--- src/rtl/mul_div_unit.sv ---
`timescale 1ns/1ps
// ---------------------------------------------------------------------------
// mul_div_unit
//
// Iterative multiply/divide unit for the MIPS datapath. Executes MULT, MULTU,
// DIV, DIVU (33-cycle latency, one bit per cycle) and MTHI/MTLO (single
// cycle) into private HI/LO registers.
//
// Ports
//   clk    : rising-edge clock
//   rst_n  : asynchronous active-low reset
//   start  : operation request, sampled only while idle
//   op     : 000 MULT, 001 MULTU, 010 DIV, 011 DIVU, 100 MTHI, 101 MTLO,
//            110/111 reserved (no effect)
//   srca   : rs operand (dividend / multiplicand / MTHI-MTLO data)
//   srcb   : rt operand (divisor / multiplier)
//   busy   : high while a multiply or divide is in flight
//   done   : one-cycle pulse after HI/LO are written by a multiply/divide
//   hi, lo : HI and LO registers
// ---------------------------------------------------------------------------
module mul_div_unit #(
   parameter int WIDTH = 32
) (
   input  logic             clk,
   input  logic             rst_n,
   input  logic             start,
   input  logic [2:0]       op,
   input  logic [WIDTH-1:0] srca,
   input  logic [WIDTH-1:0] srcb,
   output logic             busy,
   output logic             done,
   output logic [WIDTH-1:0] hi,
   output logic [WIDTH-1:0] lo
);

   localparam int CNT_W = $clog2(WIDTH);

   localparam logic [2:0] OP_MULT  = 3'b000;
   localparam logic [2:0] OP_MULTU = 3'b001;
   localparam logic [2:0] OP_DIV   = 3'b010;
   localparam logic [2:0] OP_DIVU  = 3'b011;
   localparam logic [2:0] OP_MTHI  = 3'b100;
   localparam logic [2:0] OP_MTLO  = 3'b101;

   typedef enum logic [1:0] {
      S_IDLE = 2'd0,
      S_CALC = 2'd1,
      S_FIX  = 2'd2
   } state_t;

   state_t r_state;
   state_t w_state_next;

   // Operation attributes captured at acceptance
   logic               r_is_div;
   logic               r_signed;
   logic               r_dbz;
   logic               r_neg_a;
   logic               r_neg_b;
   logic [WIDTH-1:0]   r_a;
   logic [CNT_W-1:0]   r_cnt;

   // Multiply datapath
   logic [2*WIDTH-1:0] r_acc;
   logic [2*WIDTH-1:0] r_mcand;
   logic [WIDTH-1:0]   r_mplier;

   // Divide datapath
   logic [WIDTH:0]     r_rem;
   logic [WIDTH-1:0]   r_quo;
   logic [WIDTH-1:0]   r_divisor;

   logic [WIDTH-1:0]   r_hi;
   logic [WIDTH-1:0]   r_lo;
   logic               r_done;

   // Acceptance-time decode
   logic               w_op_signed;
   logic               w_op_muldiv;
   logic [WIDTH-1:0]   w_mag_a;
   logic [WIDTH-1:0]   w_mag_b;

   // Iteration logic
   logic [2*WIDTH-1:0] w_acc_step;
   logic [WIDTH:0]     w_shifted;
   logic [WIDTH:0]     w_divisor_ext;
   logic               w_fits;
   logic [WIDTH:0]     w_rem_step;

   // Sign fix-up
   logic               w_neg_result;
   logic [2*WIDTH-1:0] w_prod_fix;
   logic [WIDTH-1:0]   w_quo_fix;
   logic [WIDTH-1:0]   w_rem_fix;

   assign w_op_signed = (op == OP_MULT) || (op == OP_DIV);
   assign w_op_muldiv = (op[2] == 1'b0);

   // Two's-complement magnitudes; 0x80000000 negates to itself, which is the
   // correct unsigned magnitude, so no special case is required.
   assign w_mag_a = (w_op_signed && srca[WIDTH-1]) ? (~srca + 1'b1) : srca;
   assign w_mag_b = (w_op_signed && srcb[WIDTH-1]) ? (~srcb + 1'b1) : srcb;

   // Shift-add multiply: the multiplicand walks left while the multiplier
   // walks right, so bit 0 of the multiplier is always the current bit.
   assign w_acc_step = r_mplier[0] ? (r_acc + r_mcand) : r_acc;

   // Restoring divide: bring the next dividend bit into the partial remainder
   // and subtract the divisor only if it fits.
   assign w_shifted     = {r_rem[WIDTH-1:0], r_quo[WIDTH-1]};
   assign w_divisor_ext = {1'b0, r_divisor};
   assign w_fits        = (w_shifted >= w_divisor_ext);
   assign w_rem_step    = w_fits ? (w_shifted - w_divisor_ext) : w_shifted;

   assign w_neg_result = r_signed && (r_neg_a ^ r_neg_b);
   assign w_prod_fix   = w_neg_result ? (~r_acc + 1'b1) : r_acc;
   assign w_quo_fix    = w_neg_result ? (~r_quo + 1'b1) : r_quo;
   // Remainder follows the sign of the dividend
   assign w_rem_fix    = (r_signed && r_neg_a) ? (~r_rem[WIDTH-1:0] + 1'b1)
                                               : r_rem[WIDTH-1:0];

   // ------------------------------------------------------------------------
   // FSM
   // ------------------------------------------------------------------------
   always_ff @(posedge clk or negedge rst_n) begin
      if (!rst_n) begin
         r_state <= S_IDLE;
      end else begin
         r_state <= w_state_next;
      end
   end

   always_comb begin
      w_state_next = r_state;
      case (r_state)
         S_IDLE: begin
            if (start && w_op_muldiv) begin
               w_state_next = S_CALC;
            end
         end
         S_CALC: begin
            if (r_cnt == '0) begin
               w_state_next = S_FIX;
            end
         end
         S_FIX: begin
            w_state_next = S_IDLE;
         end
         default: begin
            w_state_next = S_IDLE;
         end
      endcase
   end

   // ------------------------------------------------------------------------
   // Datapath
   // ------------------------------------------------------------------------
   always_ff @(posedge clk or negedge rst_n) begin
      if (!rst_n) begin
         r_is_div  <= 1'b0;
         r_signed  <= 1'b0;
         r_dbz     <= 1'b0;
         r_neg_a   <= 1'b0;
         r_neg_b   <= 1'b0;
         r_a       <= '0;
         r_cnt     <= '0;
         r_acc     <= '0;
         r_mcand   <= '0;
         r_mplier  <= '0;
         r_rem     <= '0;
         r_quo     <= '0;
         r_divisor <= '0;
         r_hi      <= '0;
         r_lo      <= '0;
         r_done    <= 1'b0;
      end else begin
         r_done <= 1'b0;
         case (r_state)
            S_IDLE: begin
               if (start) begin
                  case (op)
                     OP_MULT, OP_MULTU, OP_DIV, OP_DIVU: begin
                        // Both datapaths are loaded; only one is used.
                        r_is_div  <= op[1];
                        r_signed  <= w_op_signed;
                        r_dbz     <= (srcb == '0);
                        r_neg_a   <= srca[WIDTH-1];
                        r_neg_b   <= srcb[WIDTH-1];
                        r_a       <= srca;
                        r_cnt     <= CNT_W'(WIDTH - 1);
                        r_acc     <= '0;
                        r_mcand   <= {{WIDTH{1'b0}}, w_mag_a};
                        r_mplier  <= w_mag_b;
                        r_rem     <= '0;
                        r_quo     <= w_mag_a;
                        r_divisor <= w_mag_b;
                     end
                     OP_MTHI: r_hi <= srca;
                     OP_MTLO: r_lo <= srca;
                     default: ;
                  endcase
               end
            end
            S_CALC: begin
               r_cnt <= r_cnt - 1'b1;
               if (r_is_div) begin
                  r_rem <= w_rem_step;
                  r_quo <= {r_quo[WIDTH-2:0], w_fits};
               end else begin
                  r_acc    <= w_acc_step;
                  r_mcand  <= {r_mcand[2*WIDTH-2:0], 1'b0};
                  r_mplier <= {1'b0, r_mplier[WIDTH-1:1]};
               end
            end
            S_FIX: begin
               r_done <= 1'b1;
               if (!r_is_div) begin
                  r_hi <= w_prod_fix[2*WIDTH-1:WIDTH];
                  r_lo <= w_prod_fix[WIDTH-1:0];
               end else if (r_dbz) begin
                  // Divide by zero returns all-ones quotient and the
                  // untouched dividend, regardless of signedness.
                  r_hi <= r_a;
                  r_lo <= '1;
               end else begin
                  r_hi <= w_rem_fix;
                  r_lo <= w_quo_fix;
               end
            end
            default: ;
         endcase
      end
   end

   assign busy = (r_state != S_IDLE);
   assign done = r_done;
   assign hi   = r_hi;
   assign lo   = r_lo;

endmodule

--- config.mk ---
export PLATFORM = sky130hd
export DESIGN_NAME = mul_div_unit
export DESIGN_NICKNAME = d
export VERILOG_FILES = /design/src/rtl/mul_div_unit.sv
export SDC_FILE = /design/constraint.sdc
export NUM_CORES = 1
export LEC_CHECK = 0
export CAP_MARGIN = 15
export CORE_ASPECT_RATIO = 1.2
export CORE_MARGIN = 3
export CORE_UTILIZATION = 53
export DETAILED_ROUTE_END_ITERATION = 8
export GPL_TIMING_DRIVEN = 0
export MAX_ROUTING_LAYER = met4
export PLACE_DENSITY = 0.81
export SLEW_MARGIN = 20
export SYNTH_ARGS = -nofsm -noshare
export SYNTH_HDL_FRONTEND = slang
export SYNTH_SLANG_ARGS = --single-unit
--- constraint.sdc ---
create_clock -name clk -period 5 [get_ports clk]
set_clock_uncertainty 0.15 [all_clocks]
set_input_delay 0.75 -clock clk [delete_from_list [all_inputs] [get_ports clk]]
set_output_delay 0.75 -clock clk [all_outputs]
set_load 0.01 [all_outputs]
==> results of run 1 <==
## layout make-up
class / count / share of cell area, %
antenna: 2 / 0.0174
buffer: 188 / 2.71
clock buffer: 55 / 4.19
clock inverter: 21 / 1.22
inverter: 96 / 1.26
multi-input combinational: 2418 / 51.2
sequential: 364 / 31.7
tap: 616 / 2.69
timing repair buffer: 135 / 4.97
## flip-flops by register name (all words and copies together), names as in the netlist, 2 cells and up
| signal | cells |
|---|---|
| r_mcand | 64 |
| r_divisor | 32 |
| hi | 32 |
| r_rem | 32 |
| r_acc | 64 |
| r_a | 31 |
| lo | 32 |
| r_state | 2 |
| r_mplier | 32 |
| r_cnt | 5 |
| r_quo | 32 |
## metrics by stage
step	instance area, um^2	TNS, ns	util [%]	setup slack [ns]	hold WS, ns
2_1_floorplan	24900	0	-	1.53	0.290
3_3_place_gp	27000	-4770.27	58.4	-13.15	0.310
3_5_place_dp	27100	0	58.6	0.704	0.313
4_1_cts	28700	0	62.0	0.655	0.327
5_1_grt	28700	0	62.0	0.462	0.338
6_report	28700	0	62.0	0.639	0.325
## where the power goes
part,switching [mW],internal [mW],total (mW)
clock network,1.36,2.16,3.52
registers,1.59,4.30,5.89
logic,8.42,5.15,13.6
## per-layer routing
| layer | vias up | routed length [um] |
|---|---|---|
| li1 | 11300 | - |
| met1 | 12100 | 35300 |
| met2 | 1354 | 42400 |
| met3 | 398 | 8620 |
| met4 | 0 | 7620 |
| met5 | - | 0 |
## logic make-up (layout without fill, tap and decap cells)
logic type	Yosys count	in the layout	synth area share [%]
other	0	2	0
flip-flops	364	364	36.5
adder cells (fa/ha/maj)	104	104	5.28
buffers and inverters	284	495	4.56
XOR/XNOR	251	251	8.81
multiplexers	32	32	1.29
AND/OR/NAND/NOR	1014	1014	18.6
AO/OA/AOI/OAI	1017	1017	25.0
## worst min-delay path: stages, from the launching register on
cell and delay [ns]:
dfrtp_1 0.34, nand2_1 0.04, o21ai_0 0.06
## worst min path at each step
stage / slack [ns] / cells after the start / endpoint / from
after detailed placement: 0.31 / 2 / r_a[23] / r_a[23]
after global placement: 0.31 / 2 / r_a[20] / r_a[20]
final: 0.33 / 2 / r_divisor[17] / r_divisor[17]
after CTS: 0.33 / 2 / r_a[23] / r_a[23]
after floorplan: 0.29 / 2 / r_a[29] / r_a[29]
after global routing: 0.34 / 1 / r_mplier[31] / r_mplier[31]
## cells in the final DEF, fill, tap and decap left out, types with 102 or more instances in the layout
cell / synthesis / routed
dfrtp_1: 364 / 364
nand2_1: 443 / 443
xor2_1: 119 / 119
clkdlybuf4s50_1: 0 / 129
a21oi_1: 265 / 265
clkbuf_1: 156 / 160
nor2_1: 242 / 242
xnor2_1: 132 / 132
ha_1: 102 / 102
o21ai_0: 348 / 348
==> out/results.ini, run 1 <==
[place]
portBuffers = 130
gp_congestion = 1.07
hpwl_um = 72900
dp_cells = 3816

[detailed_routing]
vias = 25200
drtAntennaViolNets = 0
routed_wl_um = 93900
via_per_inst = 6.47
dr.pass1.iters = 7
wire_per_inst_um = 24.1
drc = 0
dr.first_iter.drc_count = 2789

[global_route]
use_met3_pct = 6.29
grt_pass1_vias = 23800
grt_pass1_wl_um = 142000
use_met1_pct = 46.1
met2_usage_pct = 58.8
grt_busiest_layer = met2
grt_max_degree = 100
grt_overflow = 0
grt_antenna_before_repair = 2
grt.total_usage_pct = 37.9

[critical_path]
crit-reg2reg-capture = r_acc[62]
worstPathCellList = ha_1 -> inv_1 -> fa_1 -> nand2b_1 -> a211o_1 -> a21oi_1 -> o21ai_0 -> o311a_1 -> o41ai_4 -> a21o_1 -> a31oi_1 -> or4_1 -> nand4_1
crit_path_max_fanout = 5
critPathLaunch = r_acc[0]
rr_startpoint = r_acc[0]
crit_type = flop to flop
crit_required_ns = 5.35
rr_worst_depth = 13
path_delay_family = compound AO/OA/AOI/OAI gates
worstSetupEndpointType = flop
cp-start-kind = flop
crit_cells = 13
crit_end = r_acc[62]
crit_arrival_ns = 4.71
critical_path.slowest_cell = o311a_1
r2r_slack_ns = 0.64
slowest_delay_ns = 0.51
critPathBufInv = 1

[final_layout]
multiInputGateArea_um2 = 14700
area_delta_synth_final_pct = 15.0
layout-drive-gt1-share_pct = 3.57
regArea_um2 = 9110
nets = 3418
num-fill-cells = 4135
layout.cells.non_filler = 3895

[clock_tree]
worstSkewPairLatency_ns = 0.58
cts.htree.levels = 2
cts_tree = built
clock_path_buffers = 3
cts_buffers = 41
cts.clk_slew.worst_paths_ns = 0.07
post_cts_resized = 0
cts_root_buffer = clkbuf_16
post-cts-setup-buffer-count = 0
cts.sinks = 364
ctsHoldBuffers = 1

[timing]
max_freq_mhz = 229
final_hold_viol_count = 0
slew_headroom_pct = 28.0
rsz0062_at_grt = false
drv_slew = 0
period_share_pct = 87.2
period_needed_ns = 4.36
tightest_slew_ns = 1.08
setup_viol = 0

[logic_synthesis]
synth_common_cells = 443 x nand2_1, 364 x dfrtp_1, 348 x o21ai_0, 265 x a21oi_1, 242 x nor2_1
async_reset_ff_share_pct = 100
ys_types = 83
synth_seq_area_share_pct = 36.5
synth_top_cell_area_share_pct = 36.5
ys_ff_latch = 364
synth_top_area_cell = dfrtp_1
synth_edf_count = 0
synth_area_per_cell_um2 = 8.14
yosysMostFrequentCell = nand2_1
yosys_warnings = 0
syn-num-nets = 3240
synth_area_leaders = dfrtp_1 37%, o21ai_0 7.0%, nand2_1 6.7%, a21oi_1 5.3%, ha_1 5.1%
synth_ff_type = dfrtp_1
synthCells = 3066
synth_area_um2 = 24900

[die]
die_h_um = 244
core-area_um2 = 46300
dieArea_um2 = 49700
num_io_pins = 136
rows = 86
die_width_um = 204
start_util_pct = 53.9

[run_status]
status = complete, no violations

[hold_path]
hp-class = flop to flop

[flow_run]
cap_violations = 0

[power_and_ir_drop]
leakagePower_nw = 12.3
finalPower_mw = 23.0
cellPowerDensity_nw_per_um2 = 801
ir_drop_uv = 308

No activity file was read; power rests on OpenSTA's default activity.
==> run 2, diff against run 1 <==
--- a/config.mk
+++ b/config.mk
@@ -17,3 +17,4 @@
 export SYNTH_ARGS = -nofsm -noshare
 export SYNTH_HDL_FRONTEND = slang
 export SYNTH_SLANG_ARGS = --single-unit
+export TNS_END_PERCENT = 20
==> results of run 2 <==
Final layout, timing and power as in run 1 (identical DEF).
